`config.mk`:
```
export PLATFORM = sky130hd
export DESIGN_NAME = mux_rr_arbiter
export DESIGN_NICKNAME = d
export VERILOG_FILES = /design/src/rtl/mux_rr_arbiter.sv
export SDC_FILE = /design/constraint.sdc
export NUM_CORES = 1
export LEC_CHECK = 0
export BUFFER_PORTS_ARGS = -buffer_cell sky130_fd_sc_hd__buf_2
export CAP_MARGIN = 0
export CELL_PAD_IN_SITES_DETAIL_PLACEMENT = 1
export CELL_PAD_IN_SITES_GLOBAL_PLACEMENT = 2
export CORE_ASPECT_RATIO = 0.7
export CORE_UTILIZATION = 25
export CTS_CLUSTER_SIZE = 20
export DETAILED_ROUTE_END_ITERATION = 8
export HOLD_SLACK_MARGIN = 0.1
export PLACE_DENSITY_LB_ADDON = 0.1
export SYNTH_ARGS = -nofsm -noshare
export SYNTH_HDL_FRONTEND = slang
export SYNTH_SLANG_ARGS = --single-unit
```
`constraint.sdc`:
```
create_clock -name clk -period 4.6 [get_ports clk]
set_input_delay 0.92 -clock clk [delete_from_list [all_inputs] [get_ports clk]]
set_output_delay 0.92 -clock clk [all_outputs]
set_load 0.1 [all_outputs]
```
`src/rtl/mux_rr_arbiter.sv`:
```
// mux_rr_arbiter
// Round-robin arbiter for a shared 4-to-1 bit-select mux. It takes a 4-bit
// request vector and drives a registered one-hot grant and a binary select.
// It also registers the selected data bit with a valid strobe, so the select
// and its data stay cycle-aligned.
//
// Optional feature: define MUX_ARB_TIMEOUT_EN to cap a grant at HOLD_MAX
// consecutive cycles while other requesters are waiting. Without the macro
// there is no hold counter, and a grant lasts until its own request drops.

module mux_rr_arbiter #(
    parameter int HOLD_MAX = 4              // 1..15, used only with MUX_ARB_TIMEOUT_EN
) (
    input  logic       clk,
    input  logic       rst_n,
    input  logic [3:0] req,
    input  logic [3:0] data_inputs,
    output logic [3:0] grant,
    output logic [1:0] select,
    output logic       busy,
    output logic       data_out,
    output logic       data_valid
);

    typedef enum logic {
        IDLE  = 1'b0,
        GRANT = 1'b1
    } state_t;

    state_t     state;
    logic [1:0] last;          // most recent winner; the search starts just above it
    logic [1:0] rr_idx;        // nearest pending requester above last, excluding last
    logic       rr_found;
    logic [1:0] idle_idx;      // IDLE winner: last itself only wraps in at the end
    logic       timed_out;

`ifdef MUX_ARB_TIMEOUT_EN
    logic [3:0] hold_cnt;      // cycles held minus one; never exceeds HOLD_MAX-1

    // Timeout fires on the edge that would start cycle HOLD_MAX+1 of the grant
    assign timed_out = (hold_cnt == 4'(HOLD_MAX - 1));
`else
    // No timeout in this build. The comparison is always false because
    // HOLD_MAX is at least 1.
    assign timed_out = (HOLD_MAX == 0);
`endif

    // Round-robin search over offsets 1..3 from last. The loop runs downward
    // so the nearest candidate is written last and wins.
    always_comb begin
        // NOTE: every always_comb output gets a default before any branch, so no latch is inferred
        rr_found = 1'b0;
        rr_idx   = last;
        for (int k = 3; k >= 1; k--) begin
            if (req[last + k[1:0]]) begin
                rr_found = 1'b1;
                rr_idx   = last + k[1:0];
            end
        end
    end

    // From IDLE, the previous holder is also eligible, as the last choice
    assign idle_idx = rr_found ? rr_idx : last;

    // Arbitration state, registered grant/select/busy, and the data capture
    always_ff @(posedge clk or negedge rst_n) begin
        if (!rst_n) begin
            state      <= IDLE;
            last       <= 2'd3;
            grant      <= 4'b0000;
            select     <= 2'd0;
            busy       <= 1'b0;
            data_out   <= 1'b0;
            data_valid <= 1'b0;
`ifdef MUX_ARB_TIMEOUT_EN
            hold_cnt   <= 4'd0;
`endif
        end else begin
            // Each GRANT cycle samples the bit chosen by the current select
            // NOTE: sequential state uses non-blocking assignments so every register sees pre-edge values
            if (state == GRANT) begin
                data_out   <= data_inputs[select];
                data_valid <= 1'b1;
            end else begin
                data_valid <= 1'b0;
            end

            case (state)
                IDLE: begin
                    if (req != 4'b0000) begin
                        state  <= GRANT;
                        busy   <= 1'b1;
                        grant  <= 4'b0001 << idle_idx;
                        select <= idle_idx;
                        last   <= idle_idx;
`ifdef MUX_ARB_TIMEOUT_EN
                        hold_cnt <= 4'd0;
`endif
                    end
                end

                GRANT: begin
                    if (req[last] && !timed_out) begin
`ifdef MUX_ARB_TIMEOUT_EN
                        hold_cnt <= hold_cnt + 4'd1;
`endif
                    end else if (rr_found) begin
                        // Hand off on the same edge, so there is no idle bubble
                        grant  <= 4'b0001 << rr_idx;
                        select <= rr_idx;
                        last   <= rr_idx;
`ifdef MUX_ARB_TIMEOUT_EN
                        hold_cnt <= 4'd0;
`endif
`ifdef MUX_ARB_TIMEOUT_EN
                    end else if (req[last]) begin
                        // Timed out with nobody waiting: keep the grant and restart the count
                        hold_cnt <= 4'd0;
`endif
                    end else begin
                        state <= IDLE;
                        busy  <= 1'b0;
                        grant <= 4'b0000;
                    end
                end

                default: state <= IDLE;
            endcase
        end
    end

endmodule

```
==> flow_metrics.py, run 1 <==
metrics = {
    "clocking": {
        "htree_levels": 1,
        "ctsHoldBuffers": 0,
        "cts_buffers": 3,
        "cts_setup_buffers": 0,
        "clk_latency_ns": 0.24,
        "root_buffer": "clkbuf_8",
        "cts_tree": "yes",
        "clkTransAtPathRegs_ns": 0.05,
        "cts-resized-gates": 0,
        "clock_path_buffers": 2,
        "clkSinkCount": 12,
    },
    "sta": {
        "setup-violations-final": 0,
        "slew_headroom": 0.532,
        "period_needed_ns": 2.42,
        "finalSetupTns_ns": 0,
        "fmax_mhz": 413,
        "finClkSkew_ns": 0.00109,
        "hold_viol": 0,
        "drv_slew": 0,
        "max_slew.worst_pin.slew_ns": 0.695,
        "setup_slack_ns": 2.18,
        "rsz0062_at_grt": "no",
        "fin_crit_sh": 0.526,
    },
    "worst_setup_path": {
        "critPathTopFamily": "multiplexers",
        "path_class": "primary input to flip-flop",
        "critPathMaxStageDelay_ns": 0.51,
        "startpoint_type": "primary input",
        "cp.arrival_ns": 2.56,
        "cp.buffers_inverters": 1,
        "r2r_setup_slack_ns": 2.31,
        "reg2regPathDepth": 4,
        "regToRegEndpoint": "grant[3]",
        "required_ns": 4.74,
        "worstSetupEndpointType": "flip-flop",
        "cp_slowest_cell": "mux4_2",
        "reg2reg_from": "last[1]",
        "path_cells": "buf_2 -> mux4_2 -> mux2_4 -> a2111o_1 -> o31ai_1",
        "cp_max_fo": 10,
    },
    "synth": {
        "ys_ff_latch": 12,
        "synth_nets": 70,
        "synthFlopType": "dfrtp_1",
        "synth-async-reset-ratio": 1.00,
        "yosysWarningCount": 0,
        "synthDistinctLibCells": 26,
        "syn_inst": 60,
        "synth_common_cells": "dfrtp_1, nand2_1, a21oi_1, mux2_2, mux2i_1",
        "yosysTopAreaCellShare": 0.387,
        "synth_top_area_cell": "dfrtp_1",
        "synth_area_per_cell_sq_um": 10.8,
        "seq_area_frac_synth": 0.468,
        "netlist_area_sq_um": 647,
        "synth.area.top_cells": "dfrtp_1, dfstp_2, mux4_2, nand2_1, mux2_2",
        "synth_edf_count": 0,
    },
    "finish": {
        "fillers": 278,
        "final_net_count": 90,
        "area_growth_pct": 26.1,
        "n_antenna_cell": 0,
        "final_layout_size_suffix_gt1_frac": 0.392,
    },
    "worst_hold_path": {
        "holdPathEnd": "grant[0]",
        "hold_path.class": "flip-flop to flip-flop",
        "whs_path_depth": 2,
        "worstHoldStart": "grant[0]",
    },
    "drt": {
        "route.detailed.drc": 0,
        "wl_met3_microns": 79,
        "dr_wl_met2_microns": 628,
        "wl_mm": 1.46,
        "wl_per_cell_microns": 12.9,
        "ant_nets": 0,
        "viasPerCell": 4.69,
        "vias": 530,
        "routedLengthMet1_microns": 743,
        "firstDrtPassIters": 4,
        "dr.max_layer_used": "met4",
        "first_iter_violations": 8,
    },
    "floorplan": {
        "core_sq_um": 2460,
        "die_width_microns": 62.8,
        "num_rows": 15,
        "dieHeight_microns": 44.6,
        "dieArea_sq_um": 2800,
        "io_pins": 19,
        "start_util": 0.263,
    },
    "grt": {
        "overflow": 0,
        "grt_pass1_wl_mm": 2.55,
        "grt_use_total": 0.125,
        "grt_max_degree": 13,
        "antenna_found_initial": 0,
        "grt_pass1_vias": 534,
    },
    "place": {
        "dp_hpwl_mm": 1.16,
        "place_congestion": 0.724,
        "place_ws_ns": 1.94,
        "port_buffers": 18,
    },
    "run": {
        "drv_cap": 0,
    },
    "run_status": {
        "status": "finished clean",
    },
}
## logic make-up after synthesis
logic type | synth area share
flops | 0.468
simple gates | 0.157
mux | 0.191
compound gates | 0.143
buf+inv | 0.0406
## sequential cells by signal, indices dropped and copies added (netlist names)
signal	count
data_out	1
select	2
data_valid	1
last	2
busy	1
state	1
grant	4
## through the flow
stage          cell area [sq um]  hold WS [ns]  std cells  utilization
6_report                     816         0.480        113        0.332
5_1_grt                      816         0.521        113        0.332
4_1_cts                      816         0.487        113        0.332
3_5_place_dp                 761         0.469        109        0.309
3_3_place_gp                 761         0.477        109        0.309
2_1_floorplan                647         0.352         60            -
## worst register-to-register path: stages, from the launching register on
cell	delay, ns
dfstp_2	0.63
mux4_2	0.56
mux2_4	0.34
a2111o_1	0.44
o31ai_1	0.22
## layout make-up
cell class	instances	area, sq um	share of cell area
Multi-Input combinational cell	43	318	0.390
Tap cell	34	42.5	0.0521
Inverter	2	7.51	0.00920
Timing Repair Buffer	18	90.1	0.110
Sequential cell	12	303	0.371
Clock buffer	4	55.1	0.0675
## layout by cell type (no fill, tap or decap), drive strengths merged
master,synthesis,final
buf,1,18
a2111o,1,1
nand4,2,2
mux2,4,4
clkbuf,2,4
o31ai,2,2
a211oi,1,1
nor2,2,2
nand2,10,10
nor4,1,1
a22o,1,1
nand3,1,1
o41ai,2,2
dfrtp,10,10
nand2b,2,2
mux2i,3,3
a21oi,3,3
o211ai,1,1
or3b,1,1
and3,1,1
o21ai,2,2
nor3,1,1
inv,2,2
dfstp,2,2
mux4,2,2
## metal layers
layer  vias to the layer above  GRT usage
li1                        262          -
met1                       255      0.172
met2                        11      0.172
met3                         2     0.0515
met4                         0     0.0558
met5                         -          0
## worst max-delay path by stage
stage / depth (start not counted) / slack, ns / endpoint / from
2_1_floorplan: 4 / 2.21 / grant[2] / req[3]
3_3_place_gp: 5 / 1.94 / grant[3] / req[3]
3_5_place_dp: 5 / 1.94 / grant[3] / req[3]
4_1_cts: 5 / 2.19 / grant[3] / req[3]
5_1_grt: 5 / 2.13 / grant[2] / req[3]
6_report: 5 / 2.18 / grant[3] / req[3]
Power of run 1 is not shown: default switching activity piles up to over one toggle a cycle in this logic, so the estimate is an artifact.
==> run 2: changes to the inputs <==
==> constraint.sdc (replaced) <==
create_clock -name clk -period 2.2 [get_ports clk]
set_input_delay 0.44 -clock clk [delete_from_list [all_inputs] [get_ports clk]]
set_output_delay 0.44 -clock clk [all_outputs]
set_load 0.1 [all_outputs]
==> flow_metrics.py, run 2 (synthesized netlist as in run 1, its figures left out) <==
metrics = {
    "floorplan": {
        "core_sq_um": 2460,
        "start_util": 0.263,
        "die_width_microns": 62.8,
        "dieArea_sq_um": 2800,
        "io_pins": 19,
        "dieHeight_microns": 44.6,
        "num_rows": 15,
    },
    "place": {
        "dp.cells": 115,
        "port_buffers": 18,
        "place_congestion": 0.759,
        "dp_hpwl_mm": 1.24,
    },
    "worst_setup_path": {
        "required_ns": 2.35,
        "cp.buffers_inverters": 0,
        "cp.arrival_ns": 2.23,
        "cp_max_fo": 3,
        "path_class": "flip-flop to flip-flop",
        "critPathMaxStageDelay_ns": 0.54,
        "cp_slowest_cell": "dfstp_2",
        "worstSetupEndpointType": "flip-flop",
        "startpoint": "last[1]",
        "path_cells": "mux4_2 -> mux2_4 -> a2111o_1 -> o31ai_1",
        "reg2reg_from": "last[1]",
        "critPathTopFamily": "multiplexers",
        "startpoint_type": "flip-flop",
    },
    "grt": {
        "met3_usage": 0.0541,
        "met2_usage": 0.180,
        "grt_use_total": 0.131,
        "grt_max_degree": 13,
        "grt_pass1_wl_mm": 2.67,
        "overflow": 0,
        "grt_busiest_layer": "met1",
        "grt_pass1_vias": 569,
        "grtUsageMet1": 0.184,
        "antenna_found_initial": 0,
    },
    "finish": {
        "fillers": 293,
        "final_cells": 120,
        "reg.largest.list": "grant x4, last x2, select x2",
        "final_cell_mix": "buf_2, nand2_1, dfrtp_1",
        "layout_commonest_cell": "buf_2",
        "final_layout_size_suffix_gt1_frac": 0.430,
        "final_net_count": 97,
        "largest_reg_flops": 4,
        "area_growth_pct": 34.6,
        "post-route-util": 0.354,
        "n_antenna_cell": 0,
        "top_register": "grant",
    },
    "drt": {
        "wl_per_cell_microns": 13.1,
        "ant_nets": 0,
        "viasPerCell": 4.68,
        "vias": 562,
        "firstDrtPassIters": 4,
        "route.detailed.drc": 0,
        "wl_mm": 1.58,
        "first_iter_violations": 17,
    },
    "clocking": {
        "clock_path_buffers": 2,
        "clk_latency_ns": 0.24,
        "cts_buffers": 3,
        "cts-resized-gates": 0,
        "cts_tree": "yes",
        "htree_levels": 1,
        "clkTransAtPathRegs_ns": 0.05,
        "clkSinkCount": 12,
        "root_buffer": "clkbuf_8",
    },
    "sta": {
        "fin_hold_ws_ns": 0.476,
        "max_slew.worst_pin.slew_ns": 0.554,
        "period_needed_ns": 2.09,
        "fmax_mhz": 479,
        "finClkSkew_ns": 0.00363,
        "setup-violations-final": 0,
        "hold_viol": 0,
        "slew_headroom": 0.628,
        "fin_crit_sh": 0.949,
        "rsz0062_at_grt": "no",
        "drv_slew": 0,
        "finalSetupTns_ns": 0,
    },
    "run_status": {
        "status": "finished clean",
    },
    "worst_hold_path": {
        "hold_path.class": "flip-flop to flip-flop",
        "worstHoldStart": "grant[0]",
    },
    "run": {
        "drv_cap": 0,
    },
}
[run 2: changes by cell type in the layout (fill, tap and decap cells not counted)]
cell | before | now
buf_4 | 0 | 6
dlygate4sd3_1 | 0 | 1
[run 2: path summary, 6_finish.rpt]
check	endpoint	slack, ns	cells past startpoint
setup / recovery	grant[3]	0.11	4
setup reg to reg	grant[3]	0.11	4
hold / removal	grant[0]	0.48	2
max in group asynchronous	last[1]	1.32	2
min in group asynchronous	grant[2]	0.61	2
hold reg to reg	grant[0]	0.48	2
[run 2: timing repair]
action,CTS,global route
buffers inserted,0,0
endpoints found under the hold margin,10,0
hold buffers,1,0
[run 2: area by class of cell]
| cell class | instances | area (sq um) | share of cell area |
|---|---|---|---|
| Multi-Input combinational cell | 43 | 318 | 0.365 |
| Tap cell | 34 | 42.5 | 0.0489 |
| Sequential cell | 12 | 303 | 0.348 |
| Clock buffer | 4 | 55.1 | 0.0632 |
| Inverter | 2 | 7.51 | 0.00862 |
| Timing Repair Buffer | 25 | 145 | 0.167 |
[run 2: tightest hold or removal path, delay by kind of cell, from the launching register on]
family,cells,cell delay (ns)
flip-flops,1,0.34
AND/OR/NAND/NOR,1,0.05
AO/OA/AOI/OAI,1,0.05
[run 2: layer usage]
metal	wire length, microns	part of all wire
met5	0	0
met4	13	0.0083
met3	76	0.048
met2	619	0.39
met1	865	0.55
[run 2: stage by stage]
step / worst slack [ns] / area, sq um
floorplan: 0.0633 / 647
global placement: 0.105 / 806
detailed placement: 0.0922 / 806
CTS: 0.103 / 871
global route: 0.0270 / 871
finish: 0.112 / 871
Power of run 2 is left out for the same reason.
==> run 3: changes to the inputs <==
--- a/config.mk
+++ b/config.mk
@@ -14,7 +14,7 @@
 export CTS_CLUSTER_SIZE = 20
 export DETAILED_ROUTE_END_ITERATION = 8
 export HOLD_SLACK_MARGIN = 0.1
-export PLACE_DENSITY_LB_ADDON = 0.1
+export PLACE_DENSITY_LB_ADDON = 0.08
 export SYNTH_ARGS = -nofsm -noshare
 export SYNTH_HDL_FRONTEND = slang
 export SYNTH_SLANG_ARGS = --single-unit
==> flow_metrics.py, run 3 (synthesized netlist as in run 1, its figures left out) <==
metrics = {
    "finish": {
        "final_cells": 120,
        "largest_reg_flops": 4,
        "top_register": "grant",
        "layout_commonest_cell": "buf_2",
        "fillers": 296,
        "n_antenna_cell": 0,
        "register_area_sq_um": 303,
        "reg.largest.list": "grant x4, last x2, select x2",
        "final_cell_mix": "buf_2, nand2_1, dfrtp_1",
        "final_net_count": 97,
        "multi_input_area_sq_um": 323,
        "area_growth_pct": 35.4,
        "final_layout_size_suffix_gt1_frac": 0.442,
    },
    "floorplan": {
        "io_pins": 19,
        "dieArea_sq_um": 2800,
        "dieHeight_microns": 44.6,
        "die_width_microns": 62.8,
        "core_sq_um": 2460,
        "num_rows": 15,
        "start_util": 0.263,
    },
    "drt": {
        "vias": 567,
        "wl_mm": 1.63,
        "firstDrtPassIters": 3,
        "dr_wl_met2_microns": 727,
        "viasPerCell": 4.73,
        "ant_nets": 0,
        "routedLengthMet1_microns": 830,
        "dr.max_layer_used": "met4",
        "wl_met3_microns": 63,
        "first_iter_violations": 17,
        "route.detailed.drc": 0,
        "wl_per_cell_microns": 13.6,
    },
    "clocking": {
        "cts_setup_buffers": 0,
        "cts_buffers": 3,
        "htree_levels": 1,
        "clkTransAtPathRegs_ns": 0.05,
        "clock_path_buffers": 2,
        "cts_tree": "yes",
        "root_buffer": "clkbuf_8",
        "clk_latency_ns": 0.24,
        "clkSinkCount": 12,
    },
    "worst_setup_path": {
        "cp_slowest_cell": "dfstp_2",
        "cp.arrival_ns": 2.25,
        "reg2regPathDepth": 4,
        "required_ns": 2.35,
        "path_class": "flip-flop to flip-flop",
        "critPathMaxStageDelay_ns": 0.54,
        "cp_max_fo": 3,
        "startpoint_type": "flip-flop",
        "worstSetupEndpointType": "flip-flop",
        "path_cells": "mux4_2 -> mux2_4 -> a2111o_1 -> o31ai_1",
    },
    "place": {
        "dp_hpwl_mm": 1.26,
        "place_congestion": 0.761,
        "port_buffers": 18,
        "dp.cells": 115,
    },
    "sta": {
        "setup-violations-final": 0,
        "slew_headroom": 0.659,
        "finClkSkew_ns": 0.00193,
        "fmax_mhz": 476,
        "fin_crit_sh": 0.954,
        "finalSetupTns_ns": 0,
        "period_needed_ns": 2.10,
        "rsz0062_at_grt": "no",
        "hold_viol": 0,
        "max_slew.worst_pin.slew_ns": 0.506,
        "drv_slew": 0,
    },
    "grt": {
        "grt_use_total": 0.137,
        "grt_max_degree": 13,
        "grt_pass1_vias": 558,
        "antenna_found_initial": 0,
        "grt_pass1_wl_mm": 2.77,
        "overflow": 0,
    },
    "worst_hold_path": {
        "hold_path.class": "flip-flop to flip-flop",
        "whs_path_depth": 2,
    },
    "run_status": {
        "status": "finished clean",
    },
    "run": {
        "drv_cap": 0,
    },
}
## run 3: final timing paths
kind	start	slack (ns)	to
hold reg to reg	grant[1]	0.48	grant[1]
setup / recovery	last[1]	0.10	grant[2]
setup reg to reg	last[1]	0.10	grant[2]
max in group asynchronous	rst_n	1.31	last[1]
hold / removal	grant[1]	0.48	grant[1]
min in group asynchronous	rst_n	0.61	grant[0]
## run 3: timing repair
action / in CTS / in global routing
hold endpoints to repair: 10 / 0
gates resized for setup: 0 / 1
endpoints found under the setup margin: 0 / 1
hold buffers: 1 / 0
## run 3: layer usage
layer  vias up  global-route usage
met5         -                   0
li1        275                   -
met2         8               0.202
met3         2              0.0541
met4         0              0.0419
met1       282               0.183
## run 3: cell type report
cell class | instances | share of cell area
sequential | 12 | 0.346
inverter | 2 | 0.00857
clock buffer | 4 | 0.0629
multi-input combinational | 43 | 0.369
timing repair buffer | 25 | 0.166
tap | 34 | 0.0486
## run 3: critical path: cells and delay by family, from the launching register on
kind / cells / cell delay, ns
muxes: 2 / 0.82
AOI/OAI and AO/OA: 2 / 0.65
DFF: 1 / 0.54
## run 3: stage by stage
step / cell area, sq um / utilization / hold WS, ns / worst slack (ns)
CTS: 871 / 0.354 / 0.479 / 0.0944
global route: 876 / 0.356 / 0.495 / 0.00779
detailed placement: 806 / 0.328 / 0.338 / 0.105
finish: 876 / 0.356 / 0.475 / 0.101
global placement: 806 / 0.328 / 0.336 / 0.115
floorplan: 647 / - / 0.144 / 0.0633
Power of run 3 is left out for the same reason.
